`config.mk`:
```
export PLATFORM = sky130hd
export DESIGN_NAME = native_vin_port
export DESIGN_NICKNAME = d
export VERILOG_FILES = /design/src/rtl/native_vin_pkg.sv /design/src/rtl/native_edge_det.sv /design/src/rtl/native_vin_port.sv
export SDC_FILE = /design/constraint.sdc
export NUM_CORES = 1
export LEC_CHECK = 0
export ABC_AREA = 1
export BUFFER_PORTS_ARGS = -buffer_cell sky130_fd_sc_hd__buf_4
export CORE_MARGIN = 2
export CORE_UTILIZATION = 57
export CTS_CLUSTER_DIAMETER = 200
export DETAILED_ROUTE_END_ITERATION = 12
export PLACE_DENSITY_LB_ADDON = 0.2
export SYNTH_ARGS = -nofsm -noshare
export SYNTH_HDL_FRONTEND = slang
export SYNTH_HIERARCHICAL = 1
export SYNTH_SLANG_ARGS = --single-unit
```
`constraint.sdc`:
```
create_clock -name clock -period 2.5 [get_ports clock]
set_input_delay 0.5 -clock clock [delete_from_list [all_inputs] [get_ports clock]]
set_output_delay 0.5 -clock clock [all_outputs]
set_load 0.01 [all_outputs]
```
`src/rtl/native_vin_pkg.sv`:
```
// Shared types and constants for the native video input port.
package native_vin_pkg;

    localparam int unsigned CNT_W = 16;

    localparam logic [1:0] ST_WAIT_SOF = 2'd0;
    localparam logic [1:0] ST_ACTIVE   = 2'd1;
    localparam logic [1:0] ST_DONE     = 2'd2;

    typedef enum logic [1:0] {
        WAIT_SOF = ST_WAIT_SOF,
        ACTIVE   = ST_ACTIVE,
        DONE     = ST_DONE
    } state_e;

    localparam string MODE_ONCE = "ONCE";
    localparam string MODE_LINE = "LINE";
    localparam string FS_ON     = "ON";
    localparam string FS_OFF    = "OFF";
    localparam string VS_HIGH   = "HIGH";
    localparam string VS_LOW    = "LOW";

    // Counter increment that sticks at all-ones instead of wrapping.
    function automatic logic [CNT_W-1:0] sat_inc(input logic [CNT_W-1:0] v);
        return (v == '1) ? v : v + CNT_W'(1);
    endfunction

endpackage

```
`src/rtl/native_edge_det.sv`:
```
// One-bit input register with a combinational rise or fall pulse against the live input.
module native_edge_det #(
    parameter bit FALL = 1'b1
) (
    input  logic clock,
    input  logic rst,
    input  logic sig,
    output logic edge_c
);

    logic sig_d;

    always_ff @(posedge clock) begin
        if (rst) sig_d <= 1'b0;
        else     sig_d <= sig;
    end

    assign edge_c = FALL ? (sig_d & ~sig) : (sig & ~sig_d);

endmodule

```
`src/rtl/native_vin_port.sv`:
```
// Native vsync/de video input port: aligned pixel output, frame/line markers
// and line/frame length checking for the VDMA write path.
module native_vin_port
    import native_vin_pkg::*;
#(
    parameter int unsigned DSIZE      = 24,
    parameter string       MODE       = "ONCE",
    parameter string       FRAME_SYNC = "OFF",
    parameter string       VS_ACTIVE  = "HIGH"
) (
    input  logic             clock,
    input  logic             rst,
    input  logic [CNT_W-1:0] vactive,
    input  logic [CNT_W-1:0] hactive,
    input  logic             vsync,
    input  logic             de,
    input  logic [DSIZE-1:0] idata,
    output logic             falign,
    output logic             lalign,
    output logic             ealign,
    output logic             odata_vld,
    output logic [DSIZE-1:0] odata,
    output logic             odata_sof,
    output logic             odata_eol,
    output logic             err_hlen,
    output logic             err_vlen
);

    localparam bit          LINE_MODE = (MODE == MODE_LINE);
    localparam bit          SYNC_ON   = (FRAME_SYNC == FS_ON);
    localparam bit          VS_POS    = (VS_ACTIVE == VS_HIGH);
    localparam int unsigned EXT_W     = CNT_W + 1;
    localparam state_e      RST_STATE = SYNC_ON ? WAIT_SOF : ACTIVE;

    state_e             state;
    state_e             state_nxt;
    logic               vs_act;
    logic               frame_start_c;
    logic               line_end_c;
    logic               de_d;
    logic [DSIZE-1:0]   data_d;
    logic [CNT_W-1:0]   hcnt;
    logic [CNT_W-1:0]   lcnt;
    logic [CNT_W-1:0]   hactive_sh;
    logic [CNT_W-1:0]   vactive_sh;
    logic               have_frame;
    logic               sof_pend;

    logic               pass_c;
    logic               vld_c;
    logic               eol_c;
    logic               count_line_c;
    logic               hlen_bad_c;
    logic               reach_c;
    logic               vlen_bad_c;
    logic [CNT_W-1:0]   lcnt_inc_c;

    // vsync is normalised to active-high so a cleared register never looks like a pulse.
    assign vs_act = VS_POS ? vsync : ~vsync;

    native_edge_det #(.FALL(1'b1)) u_vs_edge (
        .clock (clock),
        .rst   (rst),
        .sig   (vs_act),
        .edge_c(frame_start_c)
    );

    native_edge_det #(.FALL(1'b1)) u_de_edge (
        .clock (clock),
        .rst   (rst),
        .sig   (de),
        .edge_c(line_end_c)
    );

    always_ff @(posedge clock) begin
        if (rst) state <= RST_STATE;
        else     state <= state_nxt;
    end

    // Beat qualification, line/frame checks and next state.
    always_comb begin
        state_nxt    = state;
        pass_c       = (state == ACTIVE) || ((state == DONE) && !SYNC_ON);
        vld_c        = de_d & pass_c;
        eol_c        = line_end_c & pass_c;
        count_line_c = line_end_c & (state != WAIT_SOF) & ~frame_start_c;
        hlen_bad_c   = line_end_c & (state != WAIT_SOF) & (hactive_sh != '0) &
                       ((EXT_W'(hcnt) + EXT_W'(1)) != EXT_W'(hactive_sh));
        lcnt_inc_c   = sat_inc(lcnt);
        reach_c      = count_line_c & (state == ACTIVE) & (vactive_sh != '0) &
                       (lcnt_inc_c == vactive_sh);
        vlen_bad_c   = frame_start_c & have_frame & (vactive_sh != '0) & (lcnt != vactive_sh);
        if (frame_start_c)  state_nxt = ACTIVE;
        else if (reach_c)   state_nxt = DONE;
    end

    always_ff @(posedge clock) begin
        if (rst) begin
            de_d       <= 1'b0;
            data_d     <= '0;
            falign     <= 1'b0;
            lalign     <= 1'b0;
            ealign     <= 1'b0;
            odata_vld  <= 1'b0;
            odata      <= '0;
            odata_sof  <= 1'b0;
            odata_eol  <= 1'b0;
            err_hlen   <= 1'b0;
            err_vlen   <= 1'b0;
            hcnt       <= '0;
            lcnt       <= '0;
            hactive_sh <= '0;
            vactive_sh <= '0;
            have_frame <= 1'b0;
            sof_pend   <= 1'b0;
        end else begin
            de_d      <= de;
            data_d    <= idata;
            falign    <= frame_start_c;
            lalign    <= LINE_MODE & eol_c;
            ealign    <= reach_c;
            odata_vld <= vld_c;
            odata_eol <= eol_c;
            odata_sof <= vld_c & sof_pend & ~frame_start_c;
            err_hlen  <= hlen_bad_c;
            err_vlen  <= vlen_bad_c;
            if (vld_c) odata <= data_d;

            // A beat landing on the frame-start edge still belongs to the old frame.
            if (frame_start_c) begin
                hactive_sh <= hactive;
                vactive_sh <= vactive;
                have_frame <= 1'b1;
                sof_pend   <= 1'b1;
            end else if (vld_c) begin
                sof_pend   <= 1'b0;
            end

            if (frame_start_c || line_end_c) hcnt <= '0;
            else if (de_d)                   hcnt <= sat_inc(hcnt);

            if (frame_start_c)     lcnt <= '0;
            else if (count_line_c) lcnt <= lcnt_inc_c;
        end
    end

endmodule

```
* Word-level counts from Yosys, hierarchy flattened
Cells that the tools add are included.
** Storage, ports and cells
- RAM bits :: 0
- Flip-flop bits (word level) :: 125
- Latch bits :: 0
- Memories :: 0
- Input port bits :: 60
- Bits in read-only memories :: 0
- Output and inout bits :: 32
** Cells by class
- Add/sub/neg operators :: 3
- Shift-type cells :: 0
- Div/mod/pow operators :: 0
- Equality and inequality tests :: 7
- Magnitude comparators :: 0
- Bitwise operators :: 20
- Reductions and logical operators :: 9
- $mul :: 0
- Multiplexer cells :: 3
** Operator list (count)
- 16-bit by 1-bit adder with 16-bit output (second input constant) :: 2
- 16-bit equality test (second input constant) :: 2
- 16-bit nonzero test :: 2
- 16-bit by 1-bit adder with 17-bit output (second input constant) :: 1
- 17-bit by 16-bit != test with 1-bit output :: 1
- 1-bit bitwise AND :: 16
- 16-bit equality test :: 1
- 16-bit two-way mux :: 1
- 16-bit != test :: 1
- 1-bit inverter :: 4
- 2-bit nonzero test :: 2
- 2-bit OR reduction :: 2
- 2-bit by 1-bit equality test with 1-bit output (second input constant) :: 1
- 2-bit equality test (second input constant) :: 1
- 1-bit logical OR :: 2
- 1-bit two-way mux :: 2
- 2-bit AND reduction :: 1

* Logic depth before layout (Yosys ltp)
Gate-level depths: netlist of the first run.
- Word-level depth :: 7
- Depth in mapped cells :: 16
- Mapped depth without buffers :: 16

* Cells and area by module
The synthesis of the first run kept the hierarchy.
** Modules (own cells, without submodules)
- native_vin_port :: seq. area each 2482.4 sq um, area each 5826.8 sq um, instances 1, cells each 826
- native_edge_det :: seq. area each 20.0 sq um, area each 37.5 sq um, instances 2, cells each 5

* Worst setup path before layout of the first run
No wires, ideal clock.
- Kind :: reg-to-reg
- Start point :: reg lcnt[0]
- End point :: reg state[0]
- Cell stages (with the launch flop) :: 16
- Required time :: 2.375 ns
- Arrival :: 1.750 ns
- Slack :: 0.625 ns
- Path through :: dfxtp_1 ha_1 inv_1 nor2_4 nand2_4 clkinv_2 nand2_4 buf_6 nand3_2 nand3_1 nor2_1 nand3_1 nor2_2 nand2_2 nand2_1 nand2_1
** Between the ends
- Cells in the longest elaborated chain, start to end :: 4
- Elaborated cells between the ends (all ways) :: 5
** RTL lines
- start: declaration :: line native_vin_port.sv:43 : logic [CNT_W-1:0] lcnt;
- start signal: assignment :: line native_vin_port.sv:143 : else if (count_line_c) lcnt <= lcnt_inc_c;
- 16-bit by 1-bit adder with 16-bit output or 16-bit equality test (tied branches) :: line native_vin_pkg.sv:25 : return (v == '1) ? v : v + CNT_W'(1);
- 16-bit two-way mux * :: line native_vin_pkg.sv:25
- 16-bit equality test * :: line native_vin_port.sv:91 : (lcnt_inc_c == vactive_sh);
- 1-bit bitwise AND * :: line native_vin_port.sv:90 : reach_c = count_line_c & (state == ACTIVE) & (vactive_sh != '0) &
- end signal: assignment :: line native_vin_port.sv:77 : else state <= state_nxt;
- end: declaration :: line native_vin_port.sv:35 : state_e state;
Every way passes the cells marked *; elsewhere a longest branch is shown, timed or not.
A chain may end at the register's enable or synchronous reset.

* Worst setup path after layout of the first run
- Start point :: reg lcnt[1]
- End point :: reg state[0]
The elaborated chain is that of the path after synthesis.

==> results.md, run 1 <==
* Status: complete, no violations
* Setup crit start kind: register
* Post-synthesis net count at 900
* Grt ovf at 0
* Peak VDD IR at 0.4952 mV
* Final hold viol count at 0
* Synth top area share at 42.74%
* Sequential area share after synthesis at 42.74%
* Die H at between 100 and 150 um
* Placed cell area at 6685 um^2
* Residual DRC count at 0
* Area Growth Syn to Fin at 24.02%
* Min cycle time layout at 2252 ps
* Final weighted congestion in routability-driven placement at 0.9492
* Max cap viols at 0
* Slowest CP cell: dfxtp_1
* Crit path largest cell delay at between 400 and 500 ps
* Dpl ws at between 200 and 300 ps
* Clk slew on worst S/H paths at 60 ps
* CTS Hold Buffers Added at 0
* Initial antenna violation count at 0
* Top post-synthesis cells by area: dfxtp_1 (43%), nand2_1 (13%), inv_1 (7.8%), nor2_1 (5.2%), o21ai_0 (5.0%)
* Antenna cells at 0
* Vias in the first global route at 5348
* Most Frequent Cell on Critical Path: nand2_1
* Clk Latency, worst-skew pair at 520 ps
* CTS root buffer: clkbuf_8
* DP HPWL at 11160 um
* Post-route setup slack at 247.8 ps
* Required @ worst endpoint at 2920 ps
* Starting DRT DRC Count at 301
* Port buffer count at 90
* RSZ-0062 raised after global routing: no
* Largest area contributor in the netlist: dfxtp_1
* Final period utilization at approximately 90%
* Yosys cell types at 44
* Area of the mapped netlist at 5902 um^2
* Number of synthesized flops with an enable pin at 0
* Crit-path cells: ha_1, inv_1, nor2_4, nand2_4, clkinv_2, nand2_4, nand2_1, nand2_1, nand2_1, nand2_1, nor2_1, nand3_1, nor2_1, nand2_2, nand2_1, nand2_1
* Mean Syn Cell Area at approximately 7.1 um^2
* Antenna viol nets, final at 0
* Syn Inst Count at 836
* All-layer global routing usage at between 20% and 30%
* Vias per cell at 5.216
* Reg2reg setup slack at 250 ps
* # setup viols final at 0
* Critical path peak fanout at 17
* Post-synth ARST share at 0%
* Min-delay worst type: input pin to register
* Die W at 105.8 um
* Relative slew slack at a little over two fifths
* Area of the core at 10180 um^2
* Share of cells above drive strength 1 at 16.99%
* Slew @ Worst Pin at 859.2 ps
* CTS buffer count at 17
* Pwr Total at 0.005244 W
* Max Clk Rate at 444.0 MHz
* H-Tree Depth at 4
* Final instance area at about 7300 um^2
* CTS Buffer Depth at 2
* I/O pin cnt at 92
* Die Area at 11180 um^2
* Site row count at 37
* Detailed Route WL at 15330 um
* Arr. time, crit path at roughly 2700 ps
* Setup TNS at 0 ps
* Pwr dens at 716.5 nW/um^2
* Wire per inst at 14.30 um
* Max Slew Vio Count at 0
* TritonRoute pass-1 iters at 5
* FF+latch count, synth at approximately 130
* Static Leak at 3.393 nW
* Global-route wire length before repair at 25060 um
* CTS tree: done
* Initial core utilization at 57.95%
* Post-layout net count at between 900 and 1000
* Top_reg_cell synth: dfxtp_1
* Synth warn at 6
* Skew final at 8.015 ps
* Crit end category: register
* DR vias at 5592
* Largest net degree at the start of global routing at 39
* CP Class: register to register
* Clock sink count at 126
[per-layer routing]
layer | global-route usage (%) | routed length (um)
met5 | 0 | 0
met3 | 7.483 | 898
met1 | 33.80 | 6283
met2 | 49.03 | 7670
met4 | 12.97 | 477
[critical path, delay by kind of cell (launching register included)]
kind | cells | cell delay (ps)
simple gates | 13 | 1240
buf+inv | 2 | 190
fa+ha+maj | 1 | 300
flops | 1 | 430
[cell type report]
class                      count  area, um^2
clock buffer                  20       445.4
timing repair buffer          97       728.2
fill                         853        2865
tap                          136       170.2
clock inverter                10       186.4
inverter                     126       479.2
sequential                   126        2522
multi-input combinational    557        2788
[layout by cell type, fill, tap and decap left out, types with 2 or more instances in the layout]
| cell type | count |
|---|---|
| xnor2_1 | 12 |
| nor3_1 | 9 |
| o21bai_1 | 4 |
| clkbuf_16 | 16 |
| o21ai_1 | 2 |
| nand3_2 | 5 |
| nand2_1 | 209 |
| clkinv_2 | 2 |
| a22o_1 | 3 |
| xor2_1 | 15 |
| o221ai_1 | 2 |
| o211ai_1 | 4 |
| nor2_1 | 80 |
| nand3_1 | 50 |
| clkinvlp_4 | 3 |
| nor2_4 | 4 |
| clkbuf_8 | 3 |
| a21oi_1 | 50 |
| dfxtp_1 | 126 |
| buf_4 | 97 |
| nand2_2 | 3 |
| o21ai_0 | 59 |
| inv_1 | 123 |
| a21oi_2 | 2 |
| nand4_1 | 15 |
| ha_1 | 4 |
| nand2_4 | 5 |
| bufinv_16 | 5 |
| nor2_2 | 6 |
| a211oi_1 | 2 |
[Yosys cell counts (9+ instances only)]
cell	instances
a21oi_1	50
clkbuf_1	19
dfxtp_1	126
inv_1	123
nand2_1	209
nand3_1	50
nand4_1	15
nor2_1	82
nor3_1	9
o21ai_0	59
xnor2_1	12
xor2_1	15
[logic make-up (layout without fill, tap and decap cells)]
logic type               after synthesis  after routing  synth area share [%]
AND/OR/NAND/NOR                      392            392                 29.51
buffers and inverters                153            253                 10.11
AO/OA/AOI/OAI                        132            132                 12.34
flip-flops                           126            126                 42.74
XOR/XNOR                              28             28                 4.388
adder cells (fa/ha/maj)                4              4                0.8480
other                                  1              1               0.06354
[registers in the layout, indices dropped and copies added (netlist names)]
name and flops:
ealign 1, sof_pend 1, hcnt 16, have_frame 1
hactive_sh 16, odata_eol 1, state 2, de_d 1
vactive_sh 16, data_d 24, err_vlen 1, odata_sof 1
err_hlen 1, odata 24, lcnt 16, u_de_edge/sig_d 1
odata_vld 1, u_vs_edge/sig_d 1, falign 1
[where the power goes]
part | switching (W) | leakage [nW] | internal (W)
sequential | 0.0000655 | 1.03 | 0.00209
combinational | 0.000258 | 2.06 | 0.000196
clock | 0.000872 | 0.299 | 0.00176
total | 0.00120 | 3.39 | 0.00405
[timing repair]
action	4_1_cts	5_1_grt
resized for setup	0	1
buffers inserted	0	0
endpoints found under the setup margin	0	2
[metrics by stage]
step / cells / util, % / hold slack (ps)
after floorplan: 836 / - / 419.1
after global placement: 1042 / 65.64 / 427.5
after detailed placement: 1042 / 65.64 / 433.4
after CTS: 1072 / 71.84 / 158.2
after global routing: 1072 / 71.87 / 163.3
final: 1072 / 71.87 / 169.7
[final timing paths]
kind	startpoint	to	cells past startpoint
setup / recovery	lcnt[1]	state[0]	16
hold / removal	idata[10]	data_d[10]	3
setup reg to reg	lcnt[1]	state[0]	16
hold reg to reg	sof_pend	odata_sof	2
Note: power is estimated with default switching activity, not from simulation.
==> run 2, diff against run 1 <==
Settings changed: BUFFER_PORTS_ARGS -buffer_cell sky130_fd_sc_hd__buf_4 to not set, CORE_UTILIZATION 57 to 60, DONT_BUFFER_PORTS set to 1.
==> results.md, run 2 (synthesized netlist as in run 1, its figures left out) <==
* H-Tree Depth at 4 (unchanged)
* Setup crit start kind: register
* Psw at 0.001220 W (+2.1%)
* CTS tree: done
* Final period utilization at 89.49% (-0.59 points)
* # setup viols final at 0 (unchanged)
* Antenna cells at 0 (unchanged)
* Residual DRC count at 0 (unchanged)
* DP HPWL at 10440 um (-6.5%)
* Net Sw Frac at 25.44% (+2.6 points)
* Commonest non-fill, non-tap cell in the layout: nand2_1
* Static Leak at 2.931 nW (-14%)
* Critical path peak fanout at 17 (unchanged)
* Starting DRT DRC Count at 280 (-7.0%)
* CTS Buffer Depth at 2 (unchanged)
* Area Growth Syn to Fin at 11.68%
* Internal power at 0.003577 W (-12%)
* Max cap viols at 0 (unchanged)
* Area of the core at 9639 um^2 (-5.4%)
* Die W at 103.2 um (-2.4%)
* Sequential Power Share at 45.1% (+4.0 points)
* Placed cell area at 6028 um^2 (-9.8%)
* RSZ-0062 raised after global routing: no
* Crit end category: register
* Share of total power in the clock network at 47.7% (-2.5 points)
* Die Area at 10650 um^2 (-4.8%)
* Final instance area at 6591 um^2 (-9.9%)
* Initial antenna violation count at 0 (unchanged)
* Max Clk Rate at 447.0 MHz (+0.66%)
* Hold_sp: rst
* Detailed Route WL at 14470 um (-5.6%)
* Die H at 103.2 um (-2.4%)
* Clk Latency, worst-skew pair at 520 ps (about the same)
* Arr. time, crit path at 2640 ps (-30 ps)
* Min-delay worst type: input pin to register
* Largest net degree at the start of global routing at 60 (+54%)
* TritonRoute pass-1 iters at 4 (-1)
* Hold path depth at 1 (-2)
* Port buffer count at 0 (-100%)
* Commonest cells after routing, fill and taps aside: nand2_1 (209), dfxtp_1 (126), inv_1 (123), nor2_1 (80), o21ai_0 (59)
* Max Slew Vio Count at 0 (unchanged)
* Placed cells at 952 (-8.6%)
* Vias per cell at 5.340 (+2.4%)
* I/O pin cnt at 92 (unchanged)
* All-layer global routing usage at 28.51% (-0.21 points)
* Initial core utilization at 61.23% (+3.3 points)
* Crit Reg-Reg Startpoint: lcnt[0]
* Relative slew slack at 45.23% (+2.7 points)
* Final hold viol count at 0 (unchanged)
* Comb power frac at 7.2% (-1.5 points)
* Clock sink count at 126 (unchanged)
* CTS root buffer: clkbuf_8
* CTS buffer count at 17 (unchanged)
* Fin cells at 984 (-8.2%)
* Global-route wire length before repair at 23300 um (-7.0%)
* RR Endpoint: state[0]
* Status: complete, no violations
* CP Class: register to register
* Slew @ Worst Pin at 818.6 ps (-40.60 ps)
* Peak VDD IR at 0.7144 mV (+44%)
* Largest regs: data_d x24, odata x24
* Required @ worst endpoint at 2900 ps (-20 ps)
* Grt ovf at 0 (unchanged)
* Skew final at 6.825 ps (-1.190 ps)
* Pwr dens at 727.8 nW/um^2 (+1.6%)
* Final weighted congestion in routability-driven placement at 0.9597 (+1.1%)
* Vias in the first global route at 4978 (-6.9%)
* WHS Endpoint: data_d[17]
* Min cycle time layout at 2237 ps (-14.78 ps)
* Clk slew on worst S/H paths at 60 ps (about the same)
* Share of cells above drive strength 1 at 8.813% (-8.2 points)
* Setup TNS at 0 ps (unchanged)
* Post-layout net count at 902 (-8.8%)
* Wire per inst at 14.71 um (+2.8%)
* Setup Fix Bufs, Post-CTS at 0 (unchanged)
* Pwr Total at 0.004797 W (-8.5%)
* Antenna viol nets, final at 0 (unchanged)
* Site row count at 36 (-2.7%)
* Reg2reg setup slack at 260 ps (about the same)
* Worst-case reg-to-reg path depth at 16 (unchanged)
* DR vias at 5255 (-6.0%)
[run 2: changes by cell type in the layout (fill, tap and decap cells not counted), sizes merged]
cell	previous run	this run
inv	125	130
clkbuf	20	19
clkinvlp	3	1
bufinv	5	1
clkinv	3	7
buf	97	10
[run 2: layout make-up]
cell class,instances,area (um^2)
Sequential cell,126,2522
Timing Repair Buffer,10,75.07
Tap cell,133,166.4
Inverter,126,479.2
Fill cell,873,3048
Clock inverter,13,126.4
Clock buffer,19,431.7
Multi-Input combinational cell,557,2790
[run 2: how the worst max path moves through the flow]
stage | startpoint | endpoint | slack (ps) | cells past startpoint
finish | lcnt[0] | state[0] | 260 | 16
global route | lcnt[0] | state[0] | 50 | 16
global placement | hcnt[0] | hcnt[3] | 230 | 12
floorplan | lcnt[0] | state[0] | 630 | 15
detailed placement | hcnt[0] | hcnt[2] | 100 | 11
CTS | hcnt[0] | hcnt[2] | 110 | 11
[run 2: repair_timing]
item	4_1_cts	5_1_grt
hold buffers	0	0
resized for setup	0	2
endpoints found under the setup margin	0	7
[run 2: critical path, stage by stage (launching register included)]
cell and delay (ps):
dfxtp_1 450, ha_2 280, inv_1 80, nor2_4 160
nand2_4 90, clkinv_2 90, nand2_4 140, nand2_1 120
nand2_1 50, nand2_1 70, nand2_1 50, nor2_1 80
nand3_1 110, nor2_1 130, nand2_2 90, nand2_1 60
nand2_1 40
[run 2: metal layers]
metal,part of all wire [%],global-route usage (%),wire [um],up-vias
met4,1.5,9.615,219,0
met1,42,34.08,6109,2446
met5,0,0,0,-
met2,51,48.80,7340,143
li1,-,-,-,2649
met3,5.5,8.871,800,17
[run 2: stage by stage]
| step | util, % | setup slack (ps) | hold WS [ps] |
|---|---|---|---|
| 2_1_floorplan | - | 625.1 | 419.1 |
| 3_3_place_gp | 62.54 | 231.9 | 422.4 |
| 3_5_place_dp | 62.54 | 96.76 | 428.8 |
| 4_1_cts | 68.33 | 108.7 | 14.39 |
| 5_1_grt | 68.38 | 45.61 | 8.997 |
| 6_report | 68.38 | 262.6 | 45.26 |
[run 2: power groups by stage]
stage	sequential (W)	combinational, W	clock (W)
3_5_place_dp	0.00220	0.000339	0
2_1_floorplan	0.00218	0.000274	0
4_1_cts	0.00216	0.000342	0.00233
3_3_place_gp	0.00220	0.000330	0
5_1_grt	0.00217	0.000389	0.00242
6_report	0.00216	0.000344	0.00229
